==> src/rtl/rng_multi.sv <==
// Multi-channel Galois LFSR random source: per-channel seed derivation, warm-up discard,
// and a valid/ready (or free-running) output word built from the register state.
module rng_multi #(
    parameter int unsigned       N_CH       = 2,
    parameter int unsigned       LFSR_W     = 32,
    parameter logic [LFSR_W-1:0] POLY       = 32'h8020_0003,
    parameter int unsigned       OUT_W      = 16,
    parameter int unsigned       LO_BITS    = 5,
    parameter int unsigned       WARMUP     = 16,
    parameter int unsigned       FREE_RUN   = 0,
    parameter logic [LFSR_W-1:0] RESET_SEED = 32'h0000_0001
) (
    input  logic                     clk,
    input  logic                     reset,
    input  logic                     enable,
    input  logic [LFSR_W-1:0]        seed,
    input  logic                     seed_load,
    output logic [N_CH*OUT_W-1:0]    rnd,
    output logic                     rnd_valid,
    input  logic                     rnd_ready,
    output logic                     warming
);

    localparam int unsigned CNT_W = (WARMUP > 0) ? $clog2(WARMUP + 1) : 1;

    typedef enum logic {
        ST_WARMUP,
        ST_RUN
    } state_e;

    state_e             state_q, state_d;
    logic [CNT_W-1:0]   cnt_q, cnt_d;
    logic [LFSR_W-1:0]  lfsr_q [N_CH];
    logic [LFSR_W-1:0]  lfsr_d [N_CH];
    logic               do_load;
    logic               do_step;

    // Channel k seed: rotate left by k/2, invert odd channels, never allow the all-zero lock-up state.
    function automatic logic [LFSR_W-1:0] derive_seed(input logic [LFSR_W-1:0] s,
                                                      input int unsigned       k);
        int unsigned       r;
        logic [LFSR_W-1:0] v;
        r = (k >> 1) % LFSR_W;
        v = (r == 0) ? s : ((s << r) | (s >> (LFSR_W - r)));
        if ((k % 2) != 0) begin
            v = ~v;
        end
        if (v == '0) begin
            v = LFSR_W'(1);
        end
        return v;
    endfunction

    function automatic logic [LFSR_W-1:0] lfsr_step(input logic [LFSR_W-1:0] s);
        return (s >> 1) ^ (s[0] ? POLY : '0);
    endfunction

    always_comb begin
        state_d = state_q;
        cnt_d   = cnt_q;
        do_load = 1'b0;
        do_step = 1'b0;
        if (enable) begin
            if (seed_load) begin
                do_load = 1'b1;
                cnt_d   = CNT_W'(WARMUP);
                state_d = ST_WARMUP;
            end else begin
                unique case (state_q)
                    ST_WARMUP: begin
                        if (cnt_q == '0) begin
                            state_d = ST_RUN;
                        end else begin
                            do_step = 1'b1;
                            cnt_d   = cnt_q - CNT_W'(1);
                        end
                    end
                    ST_RUN: begin
                        if ((FREE_RUN != 0) || rnd_ready) begin
                            do_step = 1'b1;
                        end
                    end
                    default: state_d = ST_WARMUP;
                endcase
            end
        end
    end

    always_comb begin
        for (int unsigned k = 0; k < N_CH; k++) begin
            lfsr_d[k] = lfsr_q[k];
            if (do_load) begin
                lfsr_d[k] = derive_seed(seed, k);
            end else if (do_step) begin
                lfsr_d[k] = lfsr_step(lfsr_q[k]);
            end
        end
    end

    always_ff @(posedge clk or negedge reset) begin
        if (!reset) begin
            state_q <= ST_WARMUP;
            cnt_q   <= CNT_W'(WARMUP);
            for (int unsigned k = 0; k < N_CH; k++) begin
                lfsr_q[k] <= derive_seed(RESET_SEED, k);
            end
        end else begin
            state_q <= state_d;
            cnt_q   <= cnt_d;
            for (int unsigned k = 0; k < N_CH; k++) begin
                lfsr_q[k] <= lfsr_d[k];
            end
        end
    end

    // Each output lane is the top OUT_W-LO_BITS state bits above the LO_BITS state LSBs.
    always_comb begin
        rnd = '0;
        for (int unsigned k = 0; k < N_CH; k++) begin
            rnd[k*OUT_W +: OUT_W] = {lfsr_q[k][LFSR_W-1 -: OUT_W-LO_BITS], lfsr_q[k][LO_BITS-1:0]};
        end
    end

    assign rnd_valid = enable && (state_q == ST_RUN);
    assign warming   = (state_q == ST_WARMUP);

endmodule

==> config.mk <==
export PLATFORM = sky130hd
export DESIGN_NAME = rng_multi
export DESIGN_NICKNAME = d
export VERILOG_FILES = /design/src/rtl/rng_multi.sv
export SDC_FILE = /design/constraint.sdc
export NUM_CORES = 1
export LEC_CHECK = 0
export ABC_AREA = 1
export CORE_MARGIN = 2
export CORE_UTILIZATION = 53
export CTS_CLUSTER_DIAMETER = 80
export DETAILED_ROUTE_END_ITERATION = 6
export MAX_ROUTING_LAYER = met4
export PLACE_DENSITY_LB_ADDON = 0.1
export SYNTH_ARGS = -nofsm -noshare
export SYNTH_HDL_FRONTEND = slang
export SYNTH_SLANG_ARGS = --single-unit
==> constraint.sdc <==
create_clock -name clk -period 1.7 [get_ports clk]
set_clock_uncertainty 0.1 [all_clocks]
set_input_delay 0.34 -clock clk [delete_from_list [all_inputs] [get_ports clk]]
set_output_delay 0.34 -clock clk [all_outputs]
set_load 0.05 [all_outputs]
==> flow_summary.ini <==
[setup_path]
r2r_start = cnt_q[1]
crit_fanout = 10
cp.arrival_ns = 1.84
worst_r2r_path_depth = 10
r2r_end = rnd[0]
worstPathCellList = inv_2, ha_4, nand3_1, nand2_2, nand3_4, buf_12, buf_12, nand2_1, inv_2, a21oi_2
critical_path_class = flip-flop to flip-flop
cp-start-kind = flip-flop
worstPathRequired_ns = 1.89
cpPeakStageDelay_ns = 0.38
slowest_stage = dfrtp_1
end_kind = flip-flop
reg2reg_slack_ns = 0.05

[cells_and_area]
nFillCells = 542
n_antenna_cell = 0
stdcell_count = 664
syn_to_final_growth_pct = 34.6
regArea_um2 = 1790
drive_gt1_frac = 0.212
multi_input_area_um2 = 1540
layout.nets = 598

[clocking]
clock_latency_ns = 0.35
cts_tree = done
clock_sinks = 70
clk_pin_slew_worst_paths_ns = 0.07
cts_buffers = 9
clockBufferDepth = 2
htree_levels = 3
clockRootBuffer = clkbuf_8

[timing]
finalCritPeriodShare = 0.970
worst_slew_pin_slew_ns = 0.451
setup_viol = 0
slew_headroom = 0.700
drv_slew = 0
fin_tns_setup_ns = 0
fmax_ghz = 0.606
post-route-min-period_ns = 1.65
final_hold_viol_count = 0

[route]
drtPass1Iterations = 5
dr_wl_met2_mm = 4.78
drt_wl_total_mm = 9.69
routed_via_density = 5.35
dr.first_iter.drc_count = 292
wl_met3_um = 589
wl_per_cell_um = 14.6
wl_met1_mm = 4.17
vias = 3551
ant_nets = 0
drc = 0
top_layer_used = met4

[logic_synthesis]
synth_area_um2 = 3900
async_reset_ff_frac = 1.00
ys_seq_area_frac = 0.460
synth_nets = 545
avgSynthCellArea_um2 = 7.69
netlist_instances = 507
ys_ff_latch = 70
yosysWarnings = 0
synth_edf_count = 0
synth-main-ff-cell = dfrtp_1
synth_cell_types = 26

[grt]
grt_overflow = 0
grt_max_degree = 47
grt_usage = 0.241
grt_pass1_vias = 3349
antenna_found_initial = 0
grt_first_pass_wirelength_mm = 15.5

[floorplanning]
dieArea_um2 = 8060
io_pins = 71
row_count = 31
initial_utilization = 0.544
die_h_um = 89.8
dieWidth_um = 89.8
coreArea_um2 = 7180

[placed_design]
dp_hpwl_mm = 6.39
io_buffers = 70
gp_congestion = 0.869
place_inst = 639

[pwr]
p_leak_nw = 2.36
power.density_nw_per_um2 = 1860
ir_drop_uv = 963

[worst_hold_path]
min_path_type = primary input to asynchronous set/reset pin

[outcome]
status = finished clean

[flow_run]
drv_cap = 0
==> synth_stat cells, drive strengths merged, types with 4 or more instances <==
master,instances,area share
dfstp,33,0.22
dfrtp,37,0.24
a21oi,7,0.0099
nand2,144,0.14
o21ai,69,0.089
o211ai,29,0.056
inv,50,0.048
nor2,38,0.037
buf,55,0.097
clkbuf,4,0.0045
nand3,34,0.047
==> final cells by class <==
cell class / instances / area share
flip-flops and latches: 70 / 0.342
multi-input cells: 328 / 0.293
repair buffers: 101 / 0.273
inverters: 50 / 0.0358
clock buffers: 15 / 0.0317
well taps: 99 / 0.0236
clock inverters: 1 / 0.00143
==> cells in the final DEF (no fill, tap or decap), drive strengths merged <==
master / instances
a21oi: 7
a31oi: 1
buf: 60
clkbuf: 20
clkdlybuf4s50: 35
clkinvlp: 1
dfrtp: 37
dfstp: 33
dlygate4sd3: 1
ha: 1
inv: 50
nand2: 144
nand3: 34
nor2: 38
nor3: 1
nor3b: 1
o211ai: 29
o21ai: 69
o22ai: 1
or2: 1
xnor2: 1
==> critical path: cells and delay by family (launching register included) <==
kind / cells / cell delay, ns
and+or+nand+nor: 4 / 0.40
buffers and inverters: 4 / 0.43
DFF: 1 / 0.38
adders and majority gates: 1 / 0.15
AOI/OAI and AO/OA: 1 / 0.12
==> flip-flops by register name, summed over array words and instances, names as in the netlist <==
| register | flops |
|---|---|
| lfsr_q | 32 |
| rnd | 32 |
| cnt_q | 5 |
| state_q | 1 |
==> power by group <==
group	switching [mW]	internal [mW]	total, mW
logic	2.73	2.36	5.09
clock network	0.633	0.614	1.25
registers	0.692	2.72	3.41
total	4.06	5.69	9.74
==> per-layer routing <==
metal,vias up,global-route usage
met5,-,-
met4,0,0.0872
met3,14,0.0536
met2,123,0.373
met1,1704,0.314
li1,1710,-
==> worst max path at each step <==
stage | end | cells past startpoint | slack [ns] | from
after global placement | rnd[27] | 8 | -0.14 | enable
final | rnd[0] | 10 | 0.05 | cnt_q[1]
after global routing | rnd[22] | 8 | -0.05 | cnt_q[1]
after detailed placement | rnd[10] | 8 | -0.20 | enable
after CTS | rnd[10] | 8 | 0.03 | cnt_q[1]
after floorplan | rnd[21] | 7 | 0.14 | state_q
==> kinds of logic (layout without fill, tap and decap cells) <==
group                    count (synthesis)  count (layout)  share of synthesized area
flip-flops                              70              70                      0.460
XOR/XNOR                                 1               1                    0.00225
adder cells (fa/ha/maj)                  1               1                    0.00321
buffers and inverters                  109             167                      0.150
AO/OA/AOI/OAI                          107             107                      0.158
AND/OR/NAND/NOR                        219             219                      0.227
==> per-stage QoR <==
step	util	total power, mW	area (um^2)	worst slack, ns	hold WS (ns)
floorplan	-	6.42	3900	0.142	-0.0556
global placement	0.680	8.13	4880	-0.144	0.205
detailed placement	0.680	8.23	4880	-0.202	0.202
CTS	0.705	9.48	5060	0.0274	0.361
global route	0.731	10.3	5250	-0.0526	0.375
finish	0.731	9.74	5250	0.0503	0.366
==> timing repair <==
| item | in CTS | in global routing |
|---|---|---|
| endpoints found under the hold margin | 7 | 0 |
| resized for setup | 0 | 7 |
| setup endpoints to repair | 0 | 45 |
| buffers inserted | 0 | 3 |
| hold buffers | 1 | 0 |
No activity file was read; power rests on OpenSTA's default activity.
==> RTL change, RTL diff (same flow settings) <==
Change the parameter `WARMUP` from 16 to 64.
--- a/src/rtl/rng_multi.sv
+++ b/src/rtl/rng_multi.sv
@@ -6,7 +6,7 @@
     parameter logic [LFSR_W-1:0] POLY       = 32'h8020_0003,
     parameter int unsigned       OUT_W      = 16,
     parameter int unsigned       LO_BITS    = 5,
-    parameter int unsigned       WARMUP     = 16,
+    parameter int unsigned       WARMUP     = 64,
     parameter int unsigned       FREE_RUN   = 0,
     parameter logic [LFSR_W-1:0] RESET_SEED = 32'h0000_0001
 ) (
Formal check against the unedited RTL: no difference found for any inputs over 4 cycles, from zero or initial values and one cycle with reset low; that may be too few to reach the edited logic, so the function may still have changed.
==> RTL change against the original RTL <==
Power up 12%; routed wire length fell by 0.21%; synthesized area grew 6.0%; sequential cell count is 2 higher; hold slack got worse by 0.052 ns; utilization decreased by 0.57 points; worst setup slack worse by 0.030 ns; cell area is 5.7% higher; largest cell class unchanged; highest routed layer unchanged.
==> RTL change: results (changes against the original RTL) <==
Routing
  • Vias: 3,626 (+2.1%)
  • Final WL: 9.67 mm (-0.21%)
  • DRT iter0 DRCs: 194 (-34%)
  • DR pass1 iterations: 4 (-1)

Layout
  • Layout cells sized above 1: 0.235 (+0.0230)
  • Ant diodes: 0 (unchanged)
  • Net count, final: 650 (+8.7%)

Clock tree
  • CTS H-tree lvls: 3 (unchanged)
  • Worst-path clk slew: 0.08 ns

GRT
  • Initial antenna violation count: 0 (unchanged)
  • Largest net degree at the start of global routing: 73 (+55%)
  • Vias in the first global route: 3,326 (-0.69%)
  • Global Route Usage Sum: 0.230 (-0.0109)
  • Met2 Use GR: 0.352 (-0.0209)
  • Met1 Use GR: 0.323 (+0.00847)
  • First-pass GRT wire length: 15.4 mm (-0.22%)
  • Met3 Use GR: 0.0350 (-0.0187)

Hold path
  • Hold/Removal Path Class: in2reg

Placed design
  • Half-perimeter wire length after placement: 6.41 mm (+0.33%)
  • Placer congestion estimate: 0.850 (-2.2%)
  • Dpl cell area: 5090 sq um (+4.3%)
  • Dpl ws: -0.209 ns (-0.00690 ns)

Power and ir drop
  • Worst VDD drop: 1.19 mV (+24%)
  • Leak: 2.58 nW (+9.1%)

Yosys
  • Netlist cell types: 25 (-3.8%)
  • Post-synth top cells: 123 x nand2_1, 78 x inv_1, 65 x nor2_1, 57 x o21ai_0, 39 x dfrtp_1
  • Synth area leaders: dfrtp_1 24%, dfstp_2 21%, nand2_1 11%
  • Syn nets: 590 (+8.3%)
  • Register area share after synthesis: 0.446 (-0.0138)

Outcome
  • Outcome: complete, no violations

STA
  • Max_slew headroom: 0.745 (+0.0450)

Critical path
  • Critical-path maximum fanout: 23 (+13)
-- RTL change: changes by cell type in the layout (fill, tap and decap cells not counted), moves of 3 or more --
cell	unedited run	this run
o21ai_2	0	10
o21ai_0	61	38
inv_2	5	1
buf_6	0	3
nand2_1	143	120
nand3_2	0	10
inv_1	45	77
o211ai_1	29	0
buf_4	19	24
buf_12	40	36
nor2_1	38	65
o21ai_1	8	50
nand3_1	33	16
a21oi_1	6	20
-- RTL change: kinds of logic after synthesis --
kind of cell	share of synthesized area
adders and majority gates	0.00605
buffers and inverters	0.163
AOI/OAI and AO/OA	0.154
and+or+nand+nor	0.225
DFF	0.446
xor gates and xnor gates	0.00636
-- RTL change: layout make-up --
class                   instances  area (sq um)
clock inverters                 5          81.3
repair buffers                104          1400
clock buffers                  11           131
inverters                      78           293
fillers                       589          2100
multi-input cells             346          1670
well taps                     102           128
flip-flops and latches         72          1840
-- RTL change: critical path: stages (launching register included) --
cell	delay, ns
dfrtp_1	0.42
nor2_4	0.16
nand3_4	0.10
o21ai_4	0.21
nand3_4	0.11
buf_12	0.15
buf_12	0.15
o21ai_0	0.09
o21ai_1	0.10
-- RTL change: what timing repair did --
action	CTS	global route
setup buffers	0	8
cloned	0	5
endpoints found under the setup margin	3	35
hold buffers	1	0
pin swaps	0	3
gates resized for setup	1	33
endpoints found under the hold margin	39	0
-- RTL change: worst paths after layout --
| path | start | slack, ns | cells past startpoint | to |
|---|---|---|---|---|
| setup reg to reg | cnt_q[4] | 0.02 | 8 | lfsr_q[20] |
| setup / recovery | cnt_q[4] | 0.02 | 8 | lfsr_q[20] |
| hold reg to reg | lfsr_q[11] | 0.39 | 2 | lfsr_q[11] |
| max in group asynchronous | reset | 0.69 | 3 | rnd[20] |
| hold / removal | enable | 0.31 | 4 | state_q |
| min in group asynchronous | reset | 0.44 | 3 | lfsr_q[50] |
-- RTL change: layer usage --
metal / share of wire / routed length [um]
met4: 0.016 / 159
met3: 0.052 / 502
met2: 0.48 / 4650
met1: 0.45 / 4360
met5: 0 / 0
-- RTL change: through the flow --
step | power (W) | instances | hold WS (ns)
4_1_cts | 0.0105 | 705 | 0.391
2_1_floorplan | 0.00717 | 551 | -0.0556
3_3_place_gp | 0.00888 | 688 | 0.300
5_1_grt | 0.0116 | 718 | 0.339
3_5_place_dp | 0.00899 | 688 | 0.299
6_report | 0.0109 | 718 | 0.314
-- RTL change: report_power, final --
group,internal [W],total (W),switching [W]
Sequential,0.00281,0.00342,0.000616
Combinational,0.00266,0.00601,0.00335
Clock,0.000828,0.00148,0.000650
Total,0.00630,0.0109,0.00462
